--- src/rtl/llpm_channel_fifo.sv ---
// Registered FIFO for one LLPM channel.
// Breaks select data/backpressure paths; all outputs come from state.
module llpm_channel_fifo #(
  parameter int Width      = 8,
  parameter int Depth      = 4,
  parameter int CLog2Depth = 2
) (
  input  logic                  clk,
  input  logic                  reset,
  input  logic [Width-1:0]      x,
  input  logic                  x_valid,
  output logic                  x_bp,
  output logic [Width-1:0]      a,
  output logic                  a_valid,
  input  logic                  a_bp,
  output logic [CLog2Depth:0]   count
);

  localparam logic [CLog2Depth:0] Full = (CLog2Depth+1)'(Depth);

  logic [Width-1:0]      mem [Depth];
  logic [CLog2Depth-1:0] wr_ptr;
  logic [CLog2Depth-1:0] rd_ptr;
  logic                  push;
  logic                  pop;

  assign x_bp    = (count == Full);
  assign a_valid = (count != '0);
  assign a       = mem[rd_ptr];

  assign push = x_valid & ~x_bp;
  assign pop  = a_valid & ~a_bp;

  // Storage is not reset; a push on a reset edge is dropped.
  always_ff @(posedge clk) begin
    if (push && !reset) begin
      mem[wr_ptr] <= x;
    end
  end

  always_ff @(posedge clk) begin
    if (reset) begin
      wr_ptr <= '0;
      rd_ptr <= '0;
      count  <= '0;
    end else begin
      if (push) begin
        wr_ptr <= wr_ptr + 1'b1;
      end
      if (pop) begin
        rd_ptr <= rd_ptr + 1'b1;
      end
      case ({push, pop})
        2'b10:   count <= count + 1'b1;
        2'b01:   count <= count - 1'b1;
        default: count <= count;
      endcase
    end
  end

endmodule

--- config.mk ---
export PLATFORM = sky130hd
export DESIGN_NAME = llpm_channel_fifo
export DESIGN_NICKNAME = d
export VERILOG_FILES = /design/src/rtl/llpm_channel_fifo.sv
export SDC_FILE = /design/constraint.sdc
export NUM_CORES = 1
export LEC_CHECK = 0
export ABC_AREA = 1
export ABC_CLOCK_PERIOD_IN_PS = 2580
export CORE_MARGIN = 2
export CORE_UTILIZATION = 30
export CTS_CLUSTER_SIZE = 12
export DETAILED_ROUTE_END_ITERATION = 8
export SLEW_MARGIN = 20
export SYNTH_ARGS = -nofsm -noshare
export SYNTH_HDL_FRONTEND = slang
export SYNTH_SLANG_ARGS = --single-unit
export TNS_END_PERCENT = 5
--- constraint.sdc ---
create_clock -name clk -period 2.58 [get_ports clk]
set_clock_uncertainty 0.15 [all_clocks]
set_input_delay 0.645 -clock clk [delete_from_list [all_inputs] [get_ports clk]]
set_output_delay 0.645 -clock clk [all_outputs]
set_load 0.01 [all_outputs]
# After elaboration in Yosys (flattened, before gate mapping)
# Memory sizes are Yosys's and may differ from the RTL's. A register that Yosys moved wholly into a read port is not among the register bits.
# Cells that the tools add are included.
[word_totals]
ff_bits = 7
memories = 1
mem_bits_rw = 32
word_cells = 24
[memory_table]
columns = ["memory", "words", "width", "rd", "rd_ports_with_merged_regs", "wr", "line_no", "source"]
rows = [
  ["mem", 4, 8, 1, 1, 1, "21", "logic [Width-1:0] mem [Depth];"],
]
[op_classes]
mux = 5
addsub = 4
reduce_logical = 4
eq_ne = 3
n_bitwise = 4
[op_table]
columns = ["operator", "n"]
rows = [
  ["one-hot mux 3 bit (2 select lines)", 1],
  ["adder 2 x 1 -> 2 bit, second input constant", 2],
  ["2-to-1 mux 2 bit", 2],
  ["adder 3 x 1 -> 3 bit, second input constant", 1],
  ["equality test 3 bit, second input constant", 1],
  ["nonzero test 3 bit", 1],
  ["subtractor 3 x 1 -> 3 bit, second input constant", 1],
  ["bitwise AND 1 bit", 2],
  ["equality test 2 x 1 -> 1 bit, second input constant", 1],
  ["equality test 2 bit, second input constant", 1],
  ["2-to-1 mux 1 bit", 2],
  ["NOT 1 bit", 2],
  ["nonzero test 2 bit", 1],
  ["logical AND 1 bit", 1],
  ["zero test 1 bit", 1],
]

# Logic depth before layout (Yosys ltp)
# Gate-level depths: netlist of run 1.
[depth]
ltp_word = 6
mapped_depth = 12

# Least setup slack after synthesis of run 1
# Ideal clock, no wire load.
[synth_timing]
kind = "input port to flip-flop"
start = "in a_bp"
end = "reg count[2]"
t_required_ps = 2320
path_stages = 10
n_path_buf = 0
t_arrival_ps = 1649
setup_slack_ps = 671
cell_sequence = "a31oi_1 -> ha_1 -> inv_1 -> fa_1 -> inv_1 -> nand2_1 -> nand3_1 -> nand2_1 -> inv_1 -> nor2_1"
[synth_between]
elab_chain_cells = 4
word_cells_on_any_way = 6
classes_between = "eq/ne (2); mux (1); bitwise (2); reduce/logical (1)"
[synth_rtl]
columns = ["element", "line_no", "source"]
rows = [
  ["from (decl)", "15", "input logic a_bp,"],
  ["NOT 1 bit *", "32", "assign pop = a_valid & ~a_bp;"],
  ["bitwise AND 1 bit *", "32", ""],
  ["equality test 2 x 1 -> 1 bit / equality test 2 bit (equally long branches)", "53", "case ({push, pop})"],
  ["one-hot mux 3 bit (2 select lines) / nonzero test 2 bit (equally long branches)", "-", ""],
  ["to (signal assigned)", "54", "2'b10: count <= count + 1'b1;"],
  ["to (signal assigned)", "55", "2'b01: count <= count - 1'b1;"],
  ["to (signal assigned)", "56", "default: count <= count;"],
  ["to (decl)", "16", "output logic [CLog2Depth:0] count"],
]
# Every way passes the cells marked *; elsewhere a longest branch is shown, timed or not.
# A chain may end at the register's enable or synchronous reset.

==> results of run 1 <==
==> metrics by stage <==
stage / total power, mW / hold slack [ns]
3_3_place_gp: 1.49 / 0.326
6_report: 1.86 / 0.343
5_1_grt: 2.00 / 0.361
4_1_cts: 1.89 / 0.345
3_5_place_dp: 1.48 / 0.322
2_1_floorplan: 1.21 / 0.298
==> critical path: stages (launching register included) <==
cell and delay [ns]:
dfxtp_2 0.39, buf_4 0.15, o21ai_0 0.08, o22ai_1 0.20, clkdlybuf4s50_1 0.57
==> cells by family after synthesis <==
| group | share of synthesized area, % |
|---|---|
| DFF | 66.6 |
| buffers and inverters | 5.48 |
| adders and majority gates | 4.82 |
| and+or+nand+nor | 12.1 |
| AOI/OAI and AO/OA | 11.0 |
==> path summary, 6_finish.rpt <==
| check | start | end | slack, ns | cells after the start |
|---|---|---|---|---|
| min reg2reg | rd_ptr[0] | rd_ptr[0] | 0.34 | 2 |
| max | flop | a[2] | 0.11 | 4 |
| max reg2reg | count[1] | count[2] | 0.65 | 12 |
| min | rd_ptr[0] | rd_ptr[0] | 0.34 | 2 |
==> power by group <==
group	leakage [nW]	internal [mW]	switching [mW]	total, mW
Sequential	0.366	0.781	0.0499	0.830
Clock	0.0455	0.187	0.209	0.396
Combinational	0.411	0.300	0.338	0.638
==> cell type report <==
class                           instances  area [µm²]  area share (%)
Inverter                               19        76.3            3.51
Tap cell                               72        90.1            4.15
Timing Repair Buffer                   31         298            13.7
Clock inverter                          3        17.5           0.806
Multi-Input combinational cell         84         478            22.0
Sequential cell                        41        1140            52.6
Clock buffer                            5        68.8            3.17
==> flip-flops by register name, indices dropped and copies added, names as in the netlist, named ones only <==
register and flops:
count 3, rd_ptr 2, mem 32, wr_ptr 2
==> per-layer routing <==
metal / GRT usage [%] / vias to the layer above
met5: 0 / -
met4: 5.17 / 0
met3: 3.05 / 6
met2: 18.2 / 24
met1: 13.0 / 518
li1: - / 578
==> repair_timing <==
| item | in CTS | in global routing |
|---|---|---|
| pin swaps | 0 | 0 |
| endpoints found under the setup margin | 6 | 8 |
| resized for setup | 3 | 5 |
| cloned | 0 | 0 |
==> cells in the final DEF (no fill, tap or decap), types with 3 or more instances in the layout <==
master / instances
edfxtp_1: 32
nor2_1: 27
clkdlybuf4s50_1: 22
inv_1: 16
o21ai_0: 14
nand2_1: 10
o22ai_1: 8
dfxtp_1: 7
buf_4: 7
a21oi_1: 6
ha_1: 5
clkbuf_8: 5
nand3_1: 4
o21ai_2: 3
==> results.py, run 1 <==
metrics = {
    "route": {
        "met3_length_um": 168,
        "detail_route.first_pass.iterations": 4,
        "viasPerCell": 4.42,
        "detail_route.iter0.violations": 59,
        "num_vias": 1126,
        "wl_um": 3020,
        "wirelength_met1_um": 1370,
        "drc_errors": 0,
        "top_layer": "met4",
        "ant_nets": 0,
        "wl_per_cell_um": 11.8,
        "dr_wl_met2_um": 1440,
    },
    "global_route": {
        "grt_pass1_wl_um": 5290,
        "overflow": 0,
        "grt_pass1_vias": 1151,
        "grt_max_degree": 17,
        "grtUsageTotal_pct": 10.9,
        "antenna_found_initial": 0,
    },
    "floorplan": {
        "coreArea_mm2": 0.00551,
        "num_rows": 27,
        "ios": 25,
        "dieArea_mm2": 0.00633,
        "dieWidth_um": 79.6,
        "initial_core_util_pct": 31.1,
        "die_h_um": 79.6,
    },
    "power_and_ir_drop": {
        "vdd_drop_max_mv": 0.653,
        "p_leak_nw": 0.822,
        "power_density_mw_per_mm2": 858,
    },
    "clock_tree": {
        "clock-sinks": 41,
        "clk_path_buf_depth": 2,
        "cts_tree": "built",
        "cts-root-buf": "clkbuf_8",
        "htree_levels": 2,
        "postCtsSetupBuffers": 0,
        "path_clk_slew_ns": 0.07,
        "cts_hold_buf": 0,
        "insertion_delay_ns": 0.29,
        "cts_buffers": 5,
    },
    "sta": {
        "finalMaxSlewViolations": 0,
        "fin_crit_sh_pct": 95.6,
        "worst_pin_slew_ns": 0.248,
        "layout_setup_ws_ns": 0.113,
        "relSlewSlack_pct": 83.4,
        "setup_viol": 0,
        "finalHoldViolCount": 0,
        "rsz0062_at_grt": "false",
        "fin_crit_ns": 2.47,
        "setup_tns_ns": 0,
        "max_freq_mhz": 405,
    },
    "synthesis": {
        "postSynth.asyncResetShare_pct": 0,
        "synthesis.instances": 146,
        "ys_top_cells_by_area": "edfxtp_1 56%, dfxtp_1 11%, nor2_1 5.9%",
        "synth.top_cell.area_share_pct": 56.1,
        "synthFlopType": "edfxtp_1",
        "yosysMostFrequentCell": "edfxtp_1",
        "ys_seq_area_share_pct": 66.6,
        "synthTopCellsByCount": "32 x edfxtp_1, 27 x nor2_1, 17 x inv_1, 14 x o21ai_0, 10 x nand2_1",
        "ys_warn_count": 0,
        "synthesis.area_mm2": 0.00171,
        "synth_nets": 164,
        "synth_edf_count": 32,
        "syn_avg_cell_area_um2": 11.7,
        "yosysTopAreaCell": "edfxtp_1",
        "yosysUniqueCellTypes": 19,
        "synth_seq_cells": 41,
    },
    "layout": {
        "instances_no_fill": 255,
        "diodes": 0,
        "fillerInstances": 554,
        "final_cell_area_mm2": 0.00217,
        "fin_util_pct": 39.4,
        "syn_to_final_growth_pct": 26.8,
        "drive_gt1_share_pct": 13.1,
        "fin_nets": 200,
    },
    "placed_design": {
        "io_buffers": 24,
        "dp_hpwl_um": 2060,
        "dp_slack_ns": 0.120,
        "dpl-instance-area_mm2": 0.00207,
        "place_congestion": 0.714,
        "dp.cells": 247,
    },
    "worst_setup_path": {
        "path_class": "flop to primary output",
        "cp.required_ns": 1.78,
        "worstPathArrival_ns": 1.67,
        "end_kind": "primary output",
        "cp-start-kind": "flop",
        "cp_max_fo": 5,
    },
    "hold_path": {
        "hp-class": "flop to flop",
    },
    "run_status": {
        "status": "finished, final reports clean",
    },
    "flow_run": {
        "maxCapViolCount": 0,
    },
}
No activity file was read; power rests on OpenSTA's default activity.
==> run 2: changes to the inputs <==
- CORE_UTILIZATION: 30 -> 25
- GPL_TIMING_DRIVEN: not set -> 0
==> run 2 against run 1 <==
Hold slack got worse by 0.012 ns. Total power fell by 0.95%. Count of clock-buffer cells in the layout did not move. Clock power fell by 1%. Non-clock buffer count fell by 5. Cell area fell by 1.3%. Global-route usage fell by 2.2 points. Register-to-register slack got worse by 0.04 ns. Die area rose by 19%. Sequential power barely moved. Critical path type unchanged.
==> results.py, run 2 (synthesis results as in run 1) <==
metrics = {
    "run_status": {
        "status": "finished, final reports clean",
    },
    "floorplan": {
        "coreArea_mm2": 0.00672,
        "dieArea_mm2": 0.00753,
        "initial_core_util_pct": 25.5,
        "die_h_um": 86.8,
        "dieWidth_um": 86.8,
        "ios": 25,
        "num_rows": 30,
    },
    "layout": {
        "fin_nets": 195,
        "fin_util_pct": 31.9,
        "diodes": 0,
        "instances_no_fill": 257,
        "drive_gt1_share_pct": 10.2,
        "final_common_cell": "edfxtp_1",
        "mostFrequentLayoutCells": "32 x edfxtp_1, 27 x nor2_1, 16 x inv_1, 16 x clkdlybuf4s50_1, 14 x o21ai_0",
        "largest_register_ffs": 32,
        "final_cell_area_mm2": 0.00214,
        "max_flop_register": "mem",
        "reg.largest.list": "mem (32), count (3)",
        "syn_to_final_growth_pct": 25.2,
    },
    "clock_tree": {
        "postCtsSetupBuffers": 0,
        "insertion_delay_ns": 0.28,
        "cts_buffers": 5,
        "clock-sinks": 41,
        "path_clk_slew_ns": 0.07,
        "cts-root-buf": "clkbuf_8",
        "cts_hold_buf": 0,
        "htree_levels": 2,
        "clk_path_buf_depth": 2,
        "cts_tree": "built",
    },
    "route": {
        "met3_length_um": 149,
        "dr_wl_met2_um": 1480,
        "top_layer": "met4",
        "wl_um": 3160,
        "wirelength_met1_um": 1500,
        "ant_nets": 0,
        "num_vias": 1103,
        "detail_route.iter0.violations": 53,
        "viasPerCell": 4.29,
        "detail_route.first_pass.iterations": 4,
        "wl_per_cell_um": 12.3,
        "drc_errors": 0,
    },
    "sta": {
        "relSlewSlack_pct": 48.3,
        "fin_crit_sh_pct": 91.8,
        "setup_viol": 0,
        "finalMaxSlewViolations": 0,
        "max_freq_mhz": 422,
        "rsz0062_at_grt": "false",
        "layout_setup_ws_ns": 0.212,
        "worst_pin_slew_ns": 0.772,
        "fin_crit_ns": 2.37,
        "finalHoldViolCount": 0,
    },
    "worst_setup_path": {
        "cp-start-kind": "flop",
        "cp_common_cell": "inv_1",
        "cp_max_fo": 7,
        "rr_startpoint": "count[1]",
        "max_stage_delay_ns": 0.53,
        "r2r_cells": 12,
        "reg2reg_slack_ns": 0.61,
        "r2r-end": "count[2]",
        "crit_chain": "inv_1 > nand3_4 > inv_1 > clkdlybuf4s50_1",
        "cpMaxStageDelayCell": "clkdlybuf4s50_1",
        "end_kind": "primary output",
        "worstPathArrival_ns": 1.57,
        "path_class": "flop to primary output",
        "cp.required_ns": 1.78,
    },
    "global_route": {
        "grt_pass1_wl_um": 4920,
        "antenna_found_initial": 0,
        "overflow": 0,
        "grtUsageTotal_pct": 8.69,
        "grt_pass1_vias": 1042,
        "grt_max_degree": 13,
    },
    "placed_design": {
        "dpl-instance-area_mm2": 0.00205,
        "place_congestion": 0.655,
        "dp_hpwl_um": 2170,
        "dp.cells": 250,
        "io_buffers": 24,
        "dp_slack_ns": -0.0766,
    },
    "power_and_ir_drop": {
        "finalPower_mw": 1.85,
        "p_leak_nw": 0.818,
        "power_density_mw_per_mm2": 861,
        "vdd_drop_max_mv": 0.407,
    },
    "flow_run": {
        "maxCapViolCount": 0,
    },
    "hold_path": {
        "min_path_cells": 2,
        "hold_start": "rd_ptr[0]",
        "min_to": "rd_ptr[0]",
        "hp-class": "flop to flop",
    },
}
## run 2: cell count changes in the layout (fill, tap and decap cells not counted)
cell / previous run / this run
clkdlybuf4s50_1: 22 / 16
inv_2: 1 / 3
clkinv_2: 1 / 0
buf_4: 7 / 0
clkinv_4: 1 / 0
inv_4: 2 / 0
buf_6: 0 / 2
dlygate4sd2_1: 0 / 3
dlymetal6s2s_1: 2 / 5
clkinvlp_4: 0 / 1
## run 2: area by class of cell
class | instances | area, µm²
inverter | 19 | 71.3
buffer | 2 | 22.5
clock buffer | 5 | 68.8
fill | 687 | 4570
tap | 80 | 100
timing repair buffer | 24 | 249
clock inverter | 2 | 11.3
sequential | 41 | 1140
multi-input combinational | 84 | 478
## run 2: power by group
group | internal [mW] | total (mW) | switching [mW]
Sequential | 0.781 | 0.832 | 0.0513
Combinational | 0.281 | 0.623 | 0.341
Clock | 0.182 | 0.392 | 0.210
Total | 1.24 | 1.85 | 0.603
## run 2: per-layer routing
layer / up-vias / GRT usage, %
met1: 505 / 10.6
met4: 0 / 2.98
met3: 4 / 3.05
li1: 569 / -
met5: - / 0
met2: 25 / 14.3
## run 2: per-stage QoR
stage	TNS, ns	hold slack (ns)
after floorplan	0	0.298
after global placement	-0.814	0.317
after detailed placement	-1.66	0.322
after CTS	0	0.339
after global routing	0	0.385
final	0	0.331
## run 2: repair_timing
item / 4_1_cts / 5_1_grt
gates resized for setup: 5 / 6
endpoints found under the hold margin: 0 / 0
pin swaps: 0 / 0
setup endpoints to repair: 8 / 5
## run 2: how the worst max path moves through the flow
stage | startpoint | to | slack (ns) | cells after the start
after floorplan | a_bp | count[2] | 0.67 | 10
after global placement | reset | mem[3][4] | -0.06 | 4
after detailed placement | reset | mem[3][4] | -0.08 | 4
after CTS | flop | a[1] | 0.02 | 5
after global routing | count[1] | x_bp | 0.10 | 4
final | count[1] | x_bp | 0.21 | 4
## run 2: worst max-delay path, delay by kind of cell (launching register included)
family	cells	cell delay (ns)
and+or+nand+nor	1	0.15
DFF	1	0.32
buffers and inverters	3	0.81
==> run 3: changes to the inputs <==
- CAP_MARGIN: not set -> 10
==> results of run 3 <==
Same layout as run 2: the final DEF is identical, and so are final timing and power.
==> RTL change 1, RTL diff (settings of run 3) <==
The parameter `Width` goes from 8 to 10.
--- a/src/rtl/llpm_channel_fifo.sv
+++ b/src/rtl/llpm_channel_fifo.sv
@@ -1,7 +1,7 @@
 // Registered FIFO for one LLPM channel.
 // Breaks select data/backpressure paths; all outputs come from state.
 module llpm_channel_fifo #(
-  parameter int Width      = 8,
+  parameter int Width      = 10,
   parameter int Depth      = 4,
   parameter int CLog2Depth = 2
 ) (
Ports: changed (resized a and x); port bits go from 25 to 29. The function was not compared with the original's and may differ.
==> RTL change 1 against run 3 <==
- clock power increased by 34%
- critical path type unchanged
- die area increased by 16%
- total power rose by 22%
- combinational power grew 20%
- largest power group unchanged
- global-route usage grew 1.1 points
- sequential power is 17% higher
- critical endpoint is now a[6]
- sequential cell count rose by 8
- worst setup slack got worse by 150 ps
- via count up 17%
- design area is 18% higher
- wire length grew 25%
- area after synthesis up 16%
==> RTL change 1: results (changes against run 3) <==
| Metric | Value |
|---|---|
| Number of flops mapped to enable cells by yosys | 40 (+25%) |
| Largest registers | mem x40, count x3 |
| Metal2 WL | 1990 microns (+34%) |
| Seq power | 0.000970 W (+17%) |
| Via count | 1,285 (+17%) |
| Internal | 0.00155 W (+25%) |
| CP max stage delay | 570 ps (+40 ps) |
| Largest net degree at the start of global routing | 16 (+3) |
| Main area contributors after synthesis | edfxtp_1 60%, dfxtp_1 9.0%, nor2_1 5.8% |
| Synth Area in Adders | 4.14% (-0.68 points) |
| Placed cells | 297 (+19%) |
| Met2 Use GR | 16.8% (+2.5 points) |
| Rel. slew slack | 35.5% (-13 points) |
| Routing usage on met3 | 2.26% (-0.79 points) |
| Leak | 0.907 nW (+11%) |
| Syn nets | 187 (+14%) |
| Initial DRC Count | 62 (+17%) |
| Top post-synthesis cells by count | 40 x edfxtp_1, 31 x nor2_1, 15 x inv_1, 12 x o21ai_0 |
| Nets | 222 (+14%) |
| Avg Synthesized Cell Area | 11.9 sq um (+1.8%) |
| Clock Power Share | 23.4% (+2.2 points) |
| DRT met1 WL | 1770 microns (+18%) |
| All-Layer GR Usage | 9.76% (+1.1 points) |
| Status | completed |
| Worst vdd ir | 426 uV (+4.6%) |
RTL change 1: worst paths after layout:
check,slack (ps),cells past startpoint,endpoint,startpoint
setup reg to reg,500,4,mem[1][2],count[1]
hold / removal,340,2,rd_ptr[0],rd_ptr[0]
setup / recovery,70,4,a[6],flip-flop
hold reg to reg,340,2,rd_ptr[0],rd_ptr[0]
RTL change 1: logic make-up after synthesis:
group | Yosys count
and+or+nand+nor | 49
adders and majority gates | 6
buffers and inverters | 24
DFF | 49
AOI/OAI and AO/OA | 39
RTL change 1: cell type report:
type / count / area [sq um] / area share [%]
Sequential cell: 49 / 1380 / 54.5
Multi-Input combinational cell: 94 / 522 / 20.6
Timing Repair Buffer: 28 / 282 / 11.1
Tap cell: 102 / 128 / 5.03
Inverter: 19 / 71.3 / 2.81
Clock buffer: 5 / 68.8 / 2.71
Clock inverter: 3 / 41.3 / 1.63
Buffer: 5 / 41.3 / 1.63
RTL change 1: tightest hold or removal path, stage by stage, from the launching register on:
cell	delay, ps
dfxtp_1	330
a21oi_1	50
nor2_1	70
RTL change 1: through the flow:
step                      util [%]  instance area [sq um]  setup TNS [ps]  setup slack (ps)  hold slack [ps]
after floorplan                  -                   1990               0               663              298
after global placement        31.1                   2400           -6700              -202              318
after detailed placement      31.1                   2400           -9060              -253              324
after CTS                     32.6                   2520               0              9.80              347
after global routing          32.8                   2530            -706             -56.6              386
final                         32.8                   2530               0              65.1              337
RTL change 1: repair_timing:
action,CTS,global route
pin swaps,0,0
resized for setup,4,6
setup endpoints to repair,3,31
hold buffers,0,0
endpoints found under the hold margin,0,0
==> RTL change 2, RTL diff (flow settings as in run 3) <==
Without the edit above. Make the reset (`reset`) asynchronous in one clocked block.
--- a/src/rtl/llpm_channel_fifo.sv
+++ b/src/rtl/llpm_channel_fifo.sv
@@ -38,7 +38,7 @@
     end
   end
 
-  always_ff @(posedge clk) begin
+  always_ff @(posedge clk or posedge reset) begin
     if (reset) begin
       wr_ptr <= '0;
       rd_ptr <= '0;
Check against the original RTL: differs if reset is asserted again (counterexample within 4 cycles, from zero or initial values and one cycle with reset high); with reset held inactive, the same outputs for 10 cycles.
==> RTL change 2 against run 3 <==
- design area grew 4.2%
- combinational power grew 64%
- total power grew 29%
- area after synthesis grew 2.3%
- wire length shrank 0.82%
- sequential cell count shrank 2
- sequential share of layout area shrank 2.5 points
- worst setup slack lost 130 ps
- largest cell class unchanged
==> RTL change 2: results (changes against run 3) <==
| Metric | Value |
|---|---|
| Fillers | 686 (-0.15%) |
| Max Fclk | 0.400 GHz (-5.2%) |
| Largest net degree at the start of global routing | 14 (+1) |
| Post-synthesis compound-gate area fraction | 7.14% (-3.8 points) |
| Met2 Use GR | 14.4% (+0.058 points) |
| Clock-cell share | 5.04% (+1.3 points) |
| Crit path launch | rd_ptr[0] |
| Met3 wire length | 197 microns (+32%) |
| Post-Synth XOR/XNOR Area | 0.500% (+0.50 points) |
| Area of the multi-input gates | 449 sq um (-6.0%) |
| Gpl congestion | 0.746 (+14%) |
| Critical path endpoint | a[5] |
| Final WL | 3130 microns (-0.82%) |
| Area growth syn-to-layout | 27.6% |
| Dpl ws | -142 ps (-65.2 ps) |
| Non-CTS buffers | 28 (+7.7%) |
| Fraction of layout cells with a size suffix above 1 | 10.2% (about the same) |
| Non-clk invs | 34 (+15) |
| Worst reg2reg path depth | 10 (-2) |
| Global Route met1 Usage | 10.6% (+0.015 points) |
| Main area contributors after synthesis | edfxtp_1 55%, dfrtp_1 10%, nand2_1 8.4% |
| Nets | 204 (+4.6%) |
| Metal2 WL | 1540 microns (+4.1%) |
| Multi-input gate count | 78 (-7.1%) |
| Mapped Cells | 155 (+6.2%) |
| Logic power comb | 0.00102 W (+64%) |
| Power density over the cells | 1070 nW/um^2 (+24%) |
| Via count of the first global-routing pass | 1,055 (+1.2%) |
| DRT met1 WL | 1300 microns (-13%) |
| R2R setup slack | 630 ps (+20 ps) |
| Syn nets | 173 (+5.5%) |
| Leak | 0.929 nW (+14%) |
| Sequential cell area | 1140 sq um (-0.66%) |
| Status | completed |
| Crit path DAT | 1700 ps (+130 ps) |
| First-pass GRT wire length | 5090 microns (+3.5%) |
| Sequential fraction of the synthesis area | 64.9% (-1.8 points) |
| Internal | 0.00156 W (+25%) |
| Area after DPL | 2110 sq um (+2.9%) |
| Synth Area in Adders | 4.71% (-0.11 points) |
| DPL Wire Length | 2140 microns (-1.0%) |
| FF-to-FF End | count[2] |
| Top post-synthesis cells by count | 39 x nand2_1, 32 x edfxtp_1, 31 x inv_1, 16 x o211ai_1, 7 x dfrtp_1 |
| R2R Path Start | count[1] |
| Buffering overhead | 12.6% (-0.062 points) |
| Count of different cell masters after synthesis | 17 (-2) |
| Worst vdd ir | 269 uV (-34%) |
| Rel. slew slack | 43.6% (-4.7 points) |
| Routing usage on met3 | 2.92% (-0.13 points) |
| Mux cell area share after synthesis | 0% (unchanged) |
| All-Layer GR Usage | 9.02% (+0.33 points) |
RTL change 2: changes by cell type after synthesis, sizes merged, moves of 8 or more:
cell | before | now
inv | 19 | 34
o22ai | 8 | 0
nand2 | 10 | 40
nor2 | 27 | 5
o211ai | 0 | 16
dfxtp | 9 | 0
o21ai | 18 | 1
RTL change 2: timing repair:
item / in CTS / in global routing
setup buffers: 0 / 0
gates resized for setup: 1 / 4
endpoints found under the setup margin: 5 / 7
RTL change 2: worst min path at each step:
stage,start,to,slack (ps)
after floorplan,reset,count[0],310
after global placement,rd_ptr[0],rd_ptr[0],330
after detailed placement,rd_ptr[0],rd_ptr[0],350
after CTS,rd_ptr[0],rd_ptr[0],370
after global routing,count[0],count[0],400
final,count[1],count[1],370
RTL change 2: critical path: cells and delay by family (launching register included):
family / cells / cell delay, ps
buffers and inverters: 3 / 810
AOI/OAI and AO/OA: 1 / 90
DFF: 1 / 420
and+or+nand+nor: 1 / 90
